### src/rtl/dti_boost_loader.sv
// -----------------------------------------------------------------------------
// dti_boost_loader
//
// UART boot-loader front end. Serial characters on rx are received with
// configurable framing (5..8 data bits, none/even/odd parity, 1 or 2 stop
// bits), packed BYTES_PER_WORD at a time into an instruction word, and
// offered on a valid/ready interface with an auto-incrementing word address.
//
// Ports:
//   clk          system clock
//   reset        synchronous, active-high reset
//   rx           serial data in (asynchronous, idle high)
//   rts_n        flow control, 1 = sender must pause (mirrors word_valid)
//   word_data    assembled word, first received byte in bits [7:0]
//   word_addr    address of the word currently presented
//   word_valid   word_data/word_addr valid
//   word_ready   consumer accepts the presented word
//   err_frame    sticky: a stop bit was sampled low
//   err_parity   sticky: parity mismatch
//   err_overrun  sticky: word completed while the previous one was still held
//   err_clear    clears all sticky error flags
//
// Optional feature macro: BOOST_RX_MAJORITY_EN
//   Defined   : every bit decision is a 2-of-3 vote of the samples taken at
//               sample indices 6, 7 and 8, decided at index 8.
//   Undefined : every bit decision is the single sample at index 7.
// -----------------------------------------------------------------------------

`ifndef CFG_BAUDRATE
`define CFG_BAUDRATE 115200
`endif
`ifndef CFG_FREQ_FPGA
`define CFG_FREQ_FPGA 50000000
`endif

module dti_boost_loader #(
    parameter int BAUDRATE          = `CFG_BAUDRATE,
    parameter int FREQ_FPGA         = `CFG_FREQ_FPGA,
    parameter int DATA_BITS         = 8,
    parameter int PARITY_MODE       = 0,
    parameter int STOP_BITS         = 1,
    parameter int BYTES_PER_WORD    = 4,
    parameter int WORD_WIDTH        = 8 * BYTES_PER_WORD,
    parameter int ADDR_WIDTH        = 10,
    parameter int IDLE_TIMEOUT_BITS = 32
) (
    input  logic                  clk,
    input  logic                  reset,
    input  logic                  rx,
    output logic                  rts_n,
    output logic [WORD_WIDTH-1:0] word_data,
    output logic [ADDR_WIDTH-1:0] word_addr,
    output logic                  word_valid,
    input  logic                  word_ready,
    output logic                  err_frame,
    output logic                  err_parity,
    output logic                  err_overrun,
    input  logic                  err_clear
);

    localparam int DIV      = FREQ_FPGA / (BAUDRATE * 16);
    localparam int DW       = (DIV > 1) ? $clog2(DIV) : 1;
    localparam int BCW      = (BYTES_PER_WORD > 1) ? $clog2(BYTES_PER_WORD) : 1;
    localparam int TO_TICKS = IDLE_TIMEOUT_BITS * 16;
    localparam int TOW      = (TO_TICKS > 1) ? $clog2(TO_TICKS) : 1;
    localparam logic PAR_ODD = (PARITY_MODE == 2);

    typedef enum logic [2:0] {
        IDLE,
        START,
        DATA,
        PARITY,
        STOP
    } state_t;

    state_t            state;
    state_t            state_nxt;
    logic              rx_meta;
    logic              rx_sync;
    logic [DW-1:0]     div_cnt;
    logic              tick;
    logic [3:0]        samp_idx;
    logic              decide;
    logic              at_end;
    logic              start_det;
    logic              bit_val;
    logic [2:0]        bit_cnt;
    logic              stop_cnt;
    logic [7:0]        char_data;
    logic              par_bad;
    logic              frm_bad;
    logic              frm_now;
    logic              commit;
    logic              commit_good;
    logic              last_lane;
    logic              word_done;
    logic [BCW-1:0]    byte_cnt;
    logic [WORD_WIDTH-1:0] asm_word;
    logic [WORD_WIDTH-1:0] full_word;
    logic [TOW-1:0]    to_cnt;
    logic              timeout_hit;
    logic              handshake;
    logic              valid_nxt;
    logic              load_word;
    logic              overrun_evt;

    // Two-flop synchroniser; resets to the idle-high line level so a reset
    // never looks like a start bit.
    always_ff @(posedge clk) begin
        if (reset) begin
            rx_meta <= 1'b1;
            rx_sync <= 1'b1;
        end else begin
            rx_meta <= rx;
            rx_sync <= rx_meta;
        end
    end

    // Free-running oversampling divider: one tick per 1/16 bit-time.
    always_ff @(posedge clk) begin
        if (reset) begin
            div_cnt <= '0;
        end else if (div_cnt == DW'(DIV - 1)) begin
            div_cnt <= '0;
        end else begin
            div_cnt <= div_cnt + DW'(1);
        end
    end

    assign tick = (div_cnt == DW'(DIV - 1));

`ifdef BOOST_RX_MAJORITY_EN
    localparam logic [3:0] DEC_IDX = 4'd8;
    logic samp6;
    logic samp7;

    // Early votes for the 2-of-3 decision taken at index 8.
    always_ff @(posedge clk) begin
        if (reset) begin
            samp6 <= 1'b1;
            samp7 <= 1'b1;
        end else if (tick) begin
            if (samp_idx == 4'd6) samp6 <= rx_sync;
            if (samp_idx == 4'd7) samp7 <= rx_sync;
        end
    end

    assign bit_val = (samp6 & samp7) | (samp6 & rx_sync) | (samp7 & rx_sync);
`else
    localparam logic [3:0] DEC_IDX = 4'd7;
    assign bit_val = rx_sync;
`endif

    assign decide    = tick && (samp_idx == DEC_IDX);
    assign at_end    = tick && (samp_idx == 4'd15);
    assign start_det = (state == IDLE) && tick && !rx_sync;

    // FSM state register.
    always_ff @(posedge clk) begin
        if (reset) begin
            state <= IDLE;
        end else begin
            state <= state_nxt;
        end
    end

    // Next state. STOP leaves right after its decision so back-to-back
    // characters get half a bit of margin to find the next start edge.
    always_comb begin
        state_nxt = state;
        commit    = 1'b0;
        case (state)
            IDLE: begin
                if (start_det) state_nxt = START;
            end
            START: begin
                if (decide && bit_val) begin
                    state_nxt = IDLE;
                end else if (at_end) begin
                    state_nxt = DATA;
                end
            end
            DATA: begin
                if (at_end && (bit_cnt == 3'(DATA_BITS - 1))) begin
                    state_nxt = (PARITY_MODE != 0) ? PARITY : STOP;
                end
            end
            PARITY: begin
                if (at_end) state_nxt = STOP;
            end
            STOP: begin
                if (decide && (stop_cnt == 1'(STOP_BITS - 1))) begin
                    state_nxt = IDLE;
                    commit    = 1'b1;
                end
            end
            default: state_nxt = IDLE;
        endcase
    end

    // Per-character datapath: sample index, bit counters, data shift-in and
    // the per-character error accumulators (cleared at each start edge).
    always_ff @(posedge clk) begin
        if (reset) begin
            samp_idx  <= 4'd0;
            bit_cnt   <= 3'd0;
            stop_cnt  <= 1'b0;
            char_data <= 8'd0;
            par_bad   <= 1'b0;
            frm_bad   <= 1'b0;
        end else begin
            if (state == IDLE) begin
                samp_idx <= 4'd0;
                if (start_det) begin
                    bit_cnt   <= 3'd0;
                    stop_cnt  <= 1'b0;
                    char_data <= 8'd0;
                    par_bad   <= 1'b0;
                    frm_bad   <= 1'b0;
                end
            end else if (tick) begin
                samp_idx <= samp_idx + 4'd1;
            end

            if (decide) begin
                case (state)
                    DATA:   char_data[bit_cnt] <= bit_val;
                    PARITY: par_bad <= (bit_val != ((^char_data) ^ PAR_ODD));
                    STOP: begin
                        frm_bad  <= frm_bad | ~bit_val;
                        stop_cnt <= 1'b1;
                    end
                    default: ;
                endcase
            end

            if (at_end && (state == DATA)) begin
                bit_cnt <= (bit_cnt == 3'(DATA_BITS - 1)) ? 3'd0 : bit_cnt + 3'd1;
            end
        end
    end

    assign frm_now     = frm_bad | ~bit_val;
    assign commit_good = commit && !frm_now && !par_bad;
    assign last_lane   = (byte_cnt == BCW'(BYTES_PER_WORD - 1));
    assign word_done   = commit_good && last_lane;

    // The word as it looks with the committing character in its lane.
    always_comb begin
        full_word = asm_word;
        full_word[byte_cnt*8 +: 8] = char_data;
    end

    // Partial-word discard after a long idle line; only counts while a
    // partial word exists.
    assign timeout_hit = (TO_TICKS != 0) && (state == IDLE) && (byte_cnt != '0)
                         && tick && (to_cnt == TOW'(TO_TICKS - 1));

    always_ff @(posedge clk) begin
        if (reset) begin
            to_cnt <= '0;
        end else if ((state != IDLE) || (byte_cnt == '0) || timeout_hit) begin
            to_cnt <= '0;
        end else if (tick) begin
            to_cnt <= to_cnt + TOW'(1);
        end
    end

    // Word assembly: good characters fill lanes in order; a bad character
    // or an idle timeout throws the partial word away.
    always_ff @(posedge clk) begin
        if (reset) begin
            byte_cnt <= '0;
            asm_word <= '0;
        end else if (commit) begin
            if (commit_good) begin
                asm_word <= full_word;
                byte_cnt <= last_lane ? '0 : byte_cnt + BCW'(1);
            end else begin
                byte_cnt <= '0;
            end
        end else if (timeout_hit) begin
            byte_cnt <= '0;
        end
    end

    // Output holding register. A completion in the same cycle as a handshake
    // replaces the accepted word without a valid gap.
    assign handshake = word_valid & word_ready;

    always_comb begin
        valid_nxt   = word_valid;
        load_word   = 1'b0;
        overrun_evt = 1'b0;
        if (handshake) valid_nxt = 1'b0;
        if (word_done) begin
            if (!word_valid || handshake) begin
                load_word = 1'b1;
                valid_nxt = 1'b1;
            end else begin
                overrun_evt = 1'b1;
            end
        end
    end

    always_ff @(posedge clk) begin
        if (reset) begin
            word_data  <= '0;
            word_addr  <= '0;
            word_valid <= 1'b0;
            rts_n      <= 1'b0;
        end else begin
            word_valid <= valid_nxt;
            rts_n      <= valid_nxt;
            if (load_word) word_data <= full_word;
            if (handshake) word_addr <= word_addr + ADDR_WIDTH'(1);
        end
    end

    // Sticky error flags; a new error event beats a simultaneous clear.
    always_ff @(posedge clk) begin
        if (reset) begin
            err_frame   <= 1'b0;
            err_parity  <= 1'b0;
            err_overrun <= 1'b0;
        end else begin
            err_frame   <= (err_frame   & ~err_clear) | (commit && frm_now);
            err_parity  <= (err_parity  & ~err_clear) | (commit && par_bad);
            err_overrun <= (err_overrun & ~err_clear) | overrun_evt;
        end
    end

endmodule

### config.mk
export PLATFORM = sky130hd
export DESIGN_NAME = dti_boost_loader
export DESIGN_NICKNAME = d
export VERILOG_FILES = /design/src/rtl/dti_boost_loader.sv
export SDC_FILE = /design/constraint.sdc
export NUM_CORES = 1
export LEC_CHECK = 0
export ABC_AREA = 1
export CORE_ASPECT_RATIO = 1.75
export CORE_MARGIN = 2
export CORE_UTILIZATION = 54
export CTS_BUF_LIST = sky130_fd_sc_hd__clkbuf_8
export DETAILED_ROUTE_END_ITERATION = 8
export PLACE_DENSITY = 0.79
export SLEW_MARGIN = 10
export SYNTH_ARGS = -nofsm -noshare
export SYNTH_HDL_FRONTEND = slang
export SYNTH_SLANG_ARGS = --single-unit
### constraint.sdc
create_clock -name clk -period 1.7 [get_ports clk]
set_input_delay 0.34 -clock clk [delete_from_list [all_inputs] [get_ports clk]]
set_output_delay 0.34 -clock clk [all_outputs]
set_load 0.01 [all_outputs]
======== Word level (Yosys, flattened, before mapping) ========
Cells that the tools add are included.
storage, ports and cells
  bits in registers ....................... 117
  input bits .............................. 5
operators by class
  shift operators ......................... 2
  bitwise operators ....................... 11
  magnitude comparators ................... 2
  multiplexer cells ....................... 45
  equal/unequal tests ..................... 16
  add/subtract/negate cells ............... 7
  reductions and logical operators ........ 38
operators with widths
  operator                                                                  count
  8-bit 2-to-1 mux                                                          5
  5-bit negation with 34-bit output                                         1
  8-bit by 34-bit variable shift with 32-bit output (first input constant)  1
  8-bit by 34-bit indexed part select with 32-bit output                    1
  32-bit bitwise mux                                                        1
  3-bit 2-to-1 mux                                                          10
  1-bit 2-to-1 mux                                                          22
  1-bit logical AND                                                         17
  3-bit one-hot mux with 5 select lines                                     1
  10-bit by 1-bit adder with 10-bit output (second input constant)          1
  9-bit by 1-bit adder with 9-bit output (second input constant)            1
  9-bit equality test (second input constant)                               1
  8-bit bitwise mux                                                         1
  2-bit 2-to-1 mux                                                          4
  2-bit != test (second input constant)                                     4
  2-bit nonzero test                                                        4
  8-bit parity                                                              1
  3-bit by 2-bit equality test with 1-bit output (second input constant)    2
  3-bit equality test (second input constant)                               2
  2-bit OR reduction                                                        3
  5-bit by 1-bit adder with 5-bit output (second input constant)            1
  5-bit equality test (second input constant)                               1
  5-bit AND reduction                                                       1
  4-bit by 1-bit adder with 4-bit output (second input constant)            1
  other kinds (20)                                                          34

======== Logic depth before layout (Yosys ltp) ========
Gate-level depths: netlist of run 1.
  depth in word-level cells ............... 10
  mapped depth ............................ 13
  gate-level depth less buffers ........... 12

======== Least setup slack after synthesis of run 1 ========
OpenSTA, ideal clock, no wires.
  kind .................................... reg-to-reg
  start ................................... reg byte_cnt[0]
  end ..................................... reg word_data[0]
  cell stages (with the launch flop) ...... 10
  library setup time ...................... 0.064 ns
  required time ........................... 1.636 ns
  path slack .............................. -0.197 ns
  buffers on the path ..................... 1
  arrival ................................. 1.833 ns
  cells stage by stage .................... dfxtp_1 clkbuf_1 inv_1 ha_1 inv_1 nand4_1 o22ai_1 nand3b_1 nand2_1 nor2_1
between the ends
  cells in the longest elaborated chain, start to end .. 3
  elaborated cells on any way between the ends .. 7
  those cells by class .................... add/sub: 1; eq/ne: 1; shift: 2; mux: 2; reduce/logical: 1
ends and longest elaborated chain
  item                                                                                  RTL line  text
  from (decl)                                                                           97        logic [BCW-1:0] byte_cnt;
  from (signal assigned)                                                                278       byte_cnt <= last_lane ? '0 : byte_cnt + BCW'(1);
  5-bit negation with 34-bit output or 2-bit equality test (tied branches)              251, 245
  8-bit by 34-bit indexed part select with 32-bit output, or another cell as far along  251       full_word[byte_cnt*8 +: 8] = char_data;
  32-bit bitwise mux or 1-bit 2-to-1 mux (tied branches)                                251, 296
  to (signal assigned)                                                                  315       if (load_word) word_data <= full_word;
  to (decl)                                                                             51        output logic [WORD_WIDTH-1:0] word_data,
Several ways; a longest one is shown, not always the timed one.
A chain may end at the register's enable or synchronous reset.

======== Final worst setup path of run 1 ========
  start ................................... reg word_data[31]
  end ..................................... out word_data[31]
No word-level cell between the ends.

==> results of run 1 <==
## power by group
group / leakage [uW] / total (uW) / internal [uW] / switching [uW]
Sequential: 0.000947 / 2780 / 2760 / 20.8
Combinational: 0.00183 / 320 / 110 / 210
Clock: 0.000217 / 2620 / 1540 / 1080
## registers in the layout, indices dropped and copies added, names as in the netlist, 2 cells and up
name and count:
to_cnt 9, asm_word 32, samp_idx 4, state 3, byte_cnt 2, div_cnt 5
word_addr 10, word_data 32, char_data 8, bit_cnt 3
## timing repair
item | CTS | global route
buffers inserted | 3 | 1
gates resized for setup | 29 | 49
pin swaps | 5 | 14
setup endpoints to repair | 49 | 90
gates cloned | 0 | 0
hold endpoints to repair | 0 | 0
## layout make-up
class / count / area (sq um)
flip-flops and latches: 117 / 2354
inverters: 156 / 585.6
clock buffers: 20 / 275.3
clock inverters: 11 / 133.9
repair buffers: 97 / 930.9
multi-input cells: 497 / 2701
fillers: 826 / 3038
well taps: 127 / 158.9
## logic make-up after synthesis
logic type,count (synthesis),share of synthesized area [%]
AOI/OAI and AO/OA,157,14.86
xor gates and xnor gates,3,0.4686
adders and majority gates,14,3.124
buffers and inverters,193,13.50
DFF,117,41.77
and+or+nand+nor,323,26.28
## cell usage after synthesis (3+ instances only)
master / instances
o21ai_0: 53
clkbuf_1: 28
buf_2: 5
nor4_1: 3
dfxtp_1: 117
nor2_1: 72
nor3_1: 9
a21oi_1: 69
nand4_1: 14
buf_6: 3
nand3_1: 22
o22ai_1: 32
nor3b_1: 3
inv_1: 155
ha_1: 14
nand3b_1: 32
nand2_1: 159
## final timing paths
check                        to  cells after the start
setup / recovery  word_data[31]                      1
hold / removal          bit_val                      1
setup reg to reg   word_data[2]                      9
hold reg to reg         bit_val                      1
## metal layers
layer | global-route usage [%] | vias up
met5 | 0 | -
met1 | 23.71 | 2502
met4 | 13.92 | 0
met3 | 5.859 | 57
li1 | - | 2718
met2 | 45.80 | 140
## metrics by stage
stage          cell area (sq um)  power [uW]  TNS, ns  cells
3_5_place_dp                6496        3131   -1.634    990
3_3_place_gp                6496        3116  -0.2605    990
5_1_grt                     7139        5931  -0.6532   1025
6_report                    7139        5722        0   1025
4_1_cts                     6982        5727        0   1024
2_1_floorplan               5633        3050        0    807
==> impl_metrics.json, run 1 <==
{
  "status": "complete, no violations",
  "synthFlopType": "dfxtp_1",
  "die_h_um": 138.8,
  "avgSynthCellArea_sq_um": 6.949,
  "yosys-top-cells-area": "dfxtp_1 42%, nand2_1 11%, inv_1 10%",
  "grt_pass1_vias": 5183,
  "clk_transition_reported_paths_ns": 0.07,
  "r2r-start": "byte_cnt[0]",
  "yosysTopAreaCellShare_pct": 41.77,
  "cts.path.max_buffers": 2,
  "r2r_slack_ns": 0.06,
  "drtIter0Drc": 321,
  "synthArstFlopShare_pct": 0,
  "layout_common_cells": "155 x nand2_1, 152 x inv_1, 108 x dfxtp_1, 69 x a21oi_1, 61 x nor2_1",
  "post_drt_wl_per_cell_um": 13.09,
  "wl_met2_um": 7422,
  "synth_nets": 826,
  "syn_inst": 807,
  "final_max_slew_viol_count": 0,
  "netlist-cell-type-count": 30,
  "path_buf_inv": 1,
  "timing.final.crit_share_pct": 97.97,
  "dp_worst_setup_slack_ns": -0.1810,
  "synthesis.area_sq_mm": 0.005608,
  "drc_errors": 0,
  "wl_met3_um": 481,
  "cpMaxStageDelayCell": "clkdlybuf4s50_1",
  "die_w_um": 81.04,
  "grt_pass1_wl_um": 22070,
  "hpwl_um": 9376,
  "h-tree-depth": 4,
  "layout_commonest_cell": "nand2_1",
  "clkSinkCount": 117,
  "overflow": 0,
  "die_area_sq_mm": 0.01125,
  "tightest_slew_ns": 0.4064,
  "areaGrowthSynthToFinish_pct": 27.31,
  "via_per_inst": 5.285,
  "synth_edf_count": 0,
  "top_layer": "met4",
  "holdWs_ns": 0.4321,
  "rows": 49,
  "ant_nets": 0,
  "path_cells": "clkdlybuf4s50_1",
  "criticalPathCategory": "reg -> out",
  "ir_drop_mv": 0.7050,
  "diodes": 0,
  "initial_core_util_pct": 55.10,
  "min-delay-start": "rx_meta",
  "clk_latency_ns": 0.43,
  "setup_viol": 0,
  "startpoint": "word_data[31]",
  "pwr_density_cell_mw_per_mm2": 801.4,
  "cts-root-buf": "clkbuf_8",
  "fin_skew_ns": 0.008235,
  "place.gp.congestion": 0.8641,
  "numCtsBuffers": 17,
  "ys_ff_latch": 117,
  "grt_util_all_layers_pct": 24.69,
  "antenna_found_initial": 0,
  "arrival_ns": 1.33,
  "core_sq_mm": 0.01018,
  "grt_max_degree": 80,
  "leakagePower_uw": 0.002998,
  "io_pins": 52,
  "yosysWarnings": 0,
  "setup_ws_ns": 0.03455,
  "ctsHoldBuffers": 0,
  "tritoncts": "built",
  "numPortBuffers": 51,
  "max_cap_viol_count": 0,
  "startpoint_type": "flip-flop",
  "cp.required_ns": 1.36,
  "min_path_type": "reg -> reg",
  "hold_viol_final": 0,
  "layout_min_cycle_time_ns": 1.665,
  "seq_area_frac_synth_pct": 41.77,
  "endpoint_kind": "output port",
  "slew_headroom_pct": 72.66,
  "fmax_mhz": 600.4,
  "final_layout_size_suffix_gt1_share_pct": 14.37,
  "utilization_pct": 70.15,
  "rsz0062_at_grt": "yes",
  "met1_length_um": 4886,
  "yosysTopAreaCell": "dfxtp_1",
  "cp_top_family": "buffers and inverters",
  "slowest_delay_ns": 0.54,
  "final_nets": 905,
  "path_max_fanout": 2,
  "route.vias.total": 5417,
  "drtPass1Iterations": 5,
  "wl_um": 13420
}
Note: power is estimated with default switching activity, not from simulation.
==> run 2: changes to the inputs <==
==> constraint.sdc (replaced) <==
create_clock -name clk -period 1.5 [get_ports clk]
set_input_delay 0.3 -clock clk [delete_from_list [all_inputs] [get_ports clk]]
set_output_delay 0.3 -clock clk [all_outputs]
set_load 0.01 [all_outputs]
==> run 2 against run 1 <==
Against the previous run: the flow now finishes with violations (negative setup slack); first-iteration DRC count is 110% higher; sequential power is 13% higher; combinational power is 100% higher.
==> impl_metrics.json, run 2 (synthesis results as in run 1) <==
{
  "sequentialPowerShare_pct": 45.1,
  "setup_ws_ns": -0.3428,
  "drtIter0Drc": 687,
  "layout.area.seq_sq_mm": 0.002356,
  "fmax_mhz": 542.6,
  "stdcell_count": 1098,
  "p_sw_share_pct": 24.78,
  "final_max_slew_viol_count": 0,
  "overflow": 0,
  "die_w_um": 81.04,
  "placed_area_sq_mm": 0.006890,
  "internal-power_uw": 5252,
  "ir_drop_mv": 0.9605,
  "slew_headroom_pct": 72.85,
  "leakagePower_uw": 0.003676,
  "status": "finished with violations",
  "io_pins": 52,
  "startpoint_type": "flip-flop",
  "p_comb_share_pct": 9.3,
  "criticalPathCategory": "reg -> reg",
  "grt_pass1_wl_um": 27100,
  "ctsHoldBuffers": 0,
  "placed_cells": 1032,
  "grt_max_degree": 60,
  "areaGrowthSynthToFinish_pct": 49.62,
  "setup_viol": 103,
  "top_regs": "asm_word: 32 flops, word_data: 32 flops, word_addr: 10 flops",
  "drtPass1Iterations": 6,
  "failed_checks": "negative setup slack",
  "core_sq_mm": 0.01018,
  "clk_transition_reported_paths_ns": 0.07,
  "final_nets": 979,
  "min_path_type": "in -> reg",
  "drc_errors": 0,
  "endpoint_kind": "flip-flop",
  "fin_skew_ns": 0.01079,
  "post_drt_wl_per_cell_um": 18.92,
  "fin_area_sq_mm": 0.008391,
  "cp.required_ns": 1.88,
  "path_max_fanout": 4,
  "clk_latency_ns": 0.45,
  "ant_nets": 0,
  "power.switching_uw": 1731,
  "h-tree-depth": 4,
  "multi_input_comb_area_sq_mm": 0.003148,
  "via_per_inst": 5.862,
  "rsz0062_at_grt": "yes",
  "n_fill_cell": 529,
  "cts.path.max_buffers": 2,
  "power.total_uw": 6983,
  "diodes": 0,
  "max_cap_viol_count": 0,
  "grt_pass1_vias": 5978,
  "antenna_found_initial": 0,
  "numPortBuffers": 51,
  "cts-root-buf": "clkbuf_8",
  "power.clock.fraction_pct": 45.6,
  "arrival_ns": 2.23,
  "die_area_sq_mm": 0.01125,
  "rows": 49,
  "final_layout_size_suffix_gt1_share_pct": 31.72,
  "timing.final.crit_share_pct": 122.9,
  "numCtsBuffers": 17,
  "place.gp.congestion": 0.8663,
  "tightest_slew_ns": 0.4072,
  "grt_util_all_layers_pct": 30.65,
  "hpwl_um": 10410,
  "hold_viol_final": 0,
  "layout_common_cells": "141 x inv_1, 134 x nand2_1, 106 x dfxtp_1, 78 x buf_4, 56 x a21oi_1",
  "clkSinkCount": 117,
  "wl_um": 20770,
  "route.vias.total": 6437,
  "layout_commonest_cell": "inv_1",
  "die_h_um": 138.8,
  "tritoncts": "built",
  "pwr_density_cell_mw_per_mm2": 832.3,
  "layout_min_cycle_time_ns": 1.843,
  "initial_core_util_pct": 55.10
}
-- run 2: changes by cell type in the layout (fill, tap and decap cells not counted), moves of 11 or more --
cell	delta
o21ai_2	+31
inv_1	-11
o21ai_0	-41
buf_4	+38
nand2_1	-21
nand2_2	+17
dlygate4sd2_1	+38
a21oi_1	-13
a21oi_2	+13
buf_6	+21
clkdlybuf4s50_1	-30
-- run 2: what timing repair did --
item | 4_1_cts | 5_1_grt
setup buffers | 16 | 10
pin swaps | 36 | 37
gates cloned | 2 | 10
resized for setup | 148 | 126
endpoints found under the setup margin | 142 | 103
-- run 2: cell type report --
type	instances	area share, %
Clock inverter	11	1.894
Sequential cell	117	28.08
Inverter	156	7.083
Multi-Input combinational cell	497	37.52
Timing Repair Buffer	171	20.41
Tap cell	127	1.894
Clock buffer	19	3.117
-- run 2: power by group through the flow --
stage	clock network, uW	registers, uW	logic (uW)
2_1_floorplan	0	3220	250
3_3_place_gp	0	3220	422
3_5_place_dp	0	3220	442
4_1_cts	3120	3150	479
5_1_grt	3320	3150	695
6_report	3180	3150	652
-- run 2: metal layers --
metal / GRT usage, % / vias up / part of all wire (%)
met2: 55.33 / 398 / 53
met1: 28.91 / 3016 / 33
met5: 0 / - / 0
met3: 6.836 / 142 / 6.3
met4: 22.12 / 0 / 7.5
li1: - / 2881 / -
-- run 2: critical path: stages, from the launching register on --
cell	delay [ns]
dfxtp_2	0.33
inv_2	0.06
ha_4	0.13
buf_6	0.09
nand4_4	0.10
nor2_4	0.14
nand4_4	0.11
nor2_4	0.19
nand2_4	0.14
buf_6	0.16
buf_6	0.12
nand2_2	0.07
inv_2	0.04
nor2_2	0.09
-- run 2: final timing paths --
path         depth (start not counted)            end  slack [ns]        from
max                                 13  word_data[26]       -0.34  div_cnt[0]
min                                  2        rx_meta        0.45          rx
max reg2reg                         13  word_data[26]       -0.34  div_cnt[0]
min reg2reg                          1        bit_val        0.45     rx_meta
-- run 2: metrics by stage --
| stage | utilization [%] | setup TNS [ns] | hold WS (ns) | setup WS [ns] |
|---|---|---|---|---|
| finish | 82.44 | -21.79 | 0.4522 | -0.3428 |
| detailed placement | 67.70 | -15.07 | 0.4098 | -0.3231 |
| CTS | 75.88 | -10.43 | 0.4227 | -0.1990 |
| floorplan | - | -5.003 | 0.3895 | -0.1607 |
| global route | 82.44 | -28.60 | 0.4398 | -0.3987 |
| global placement | 67.70 | -9.060 | 0.3928 | -0.2423 |
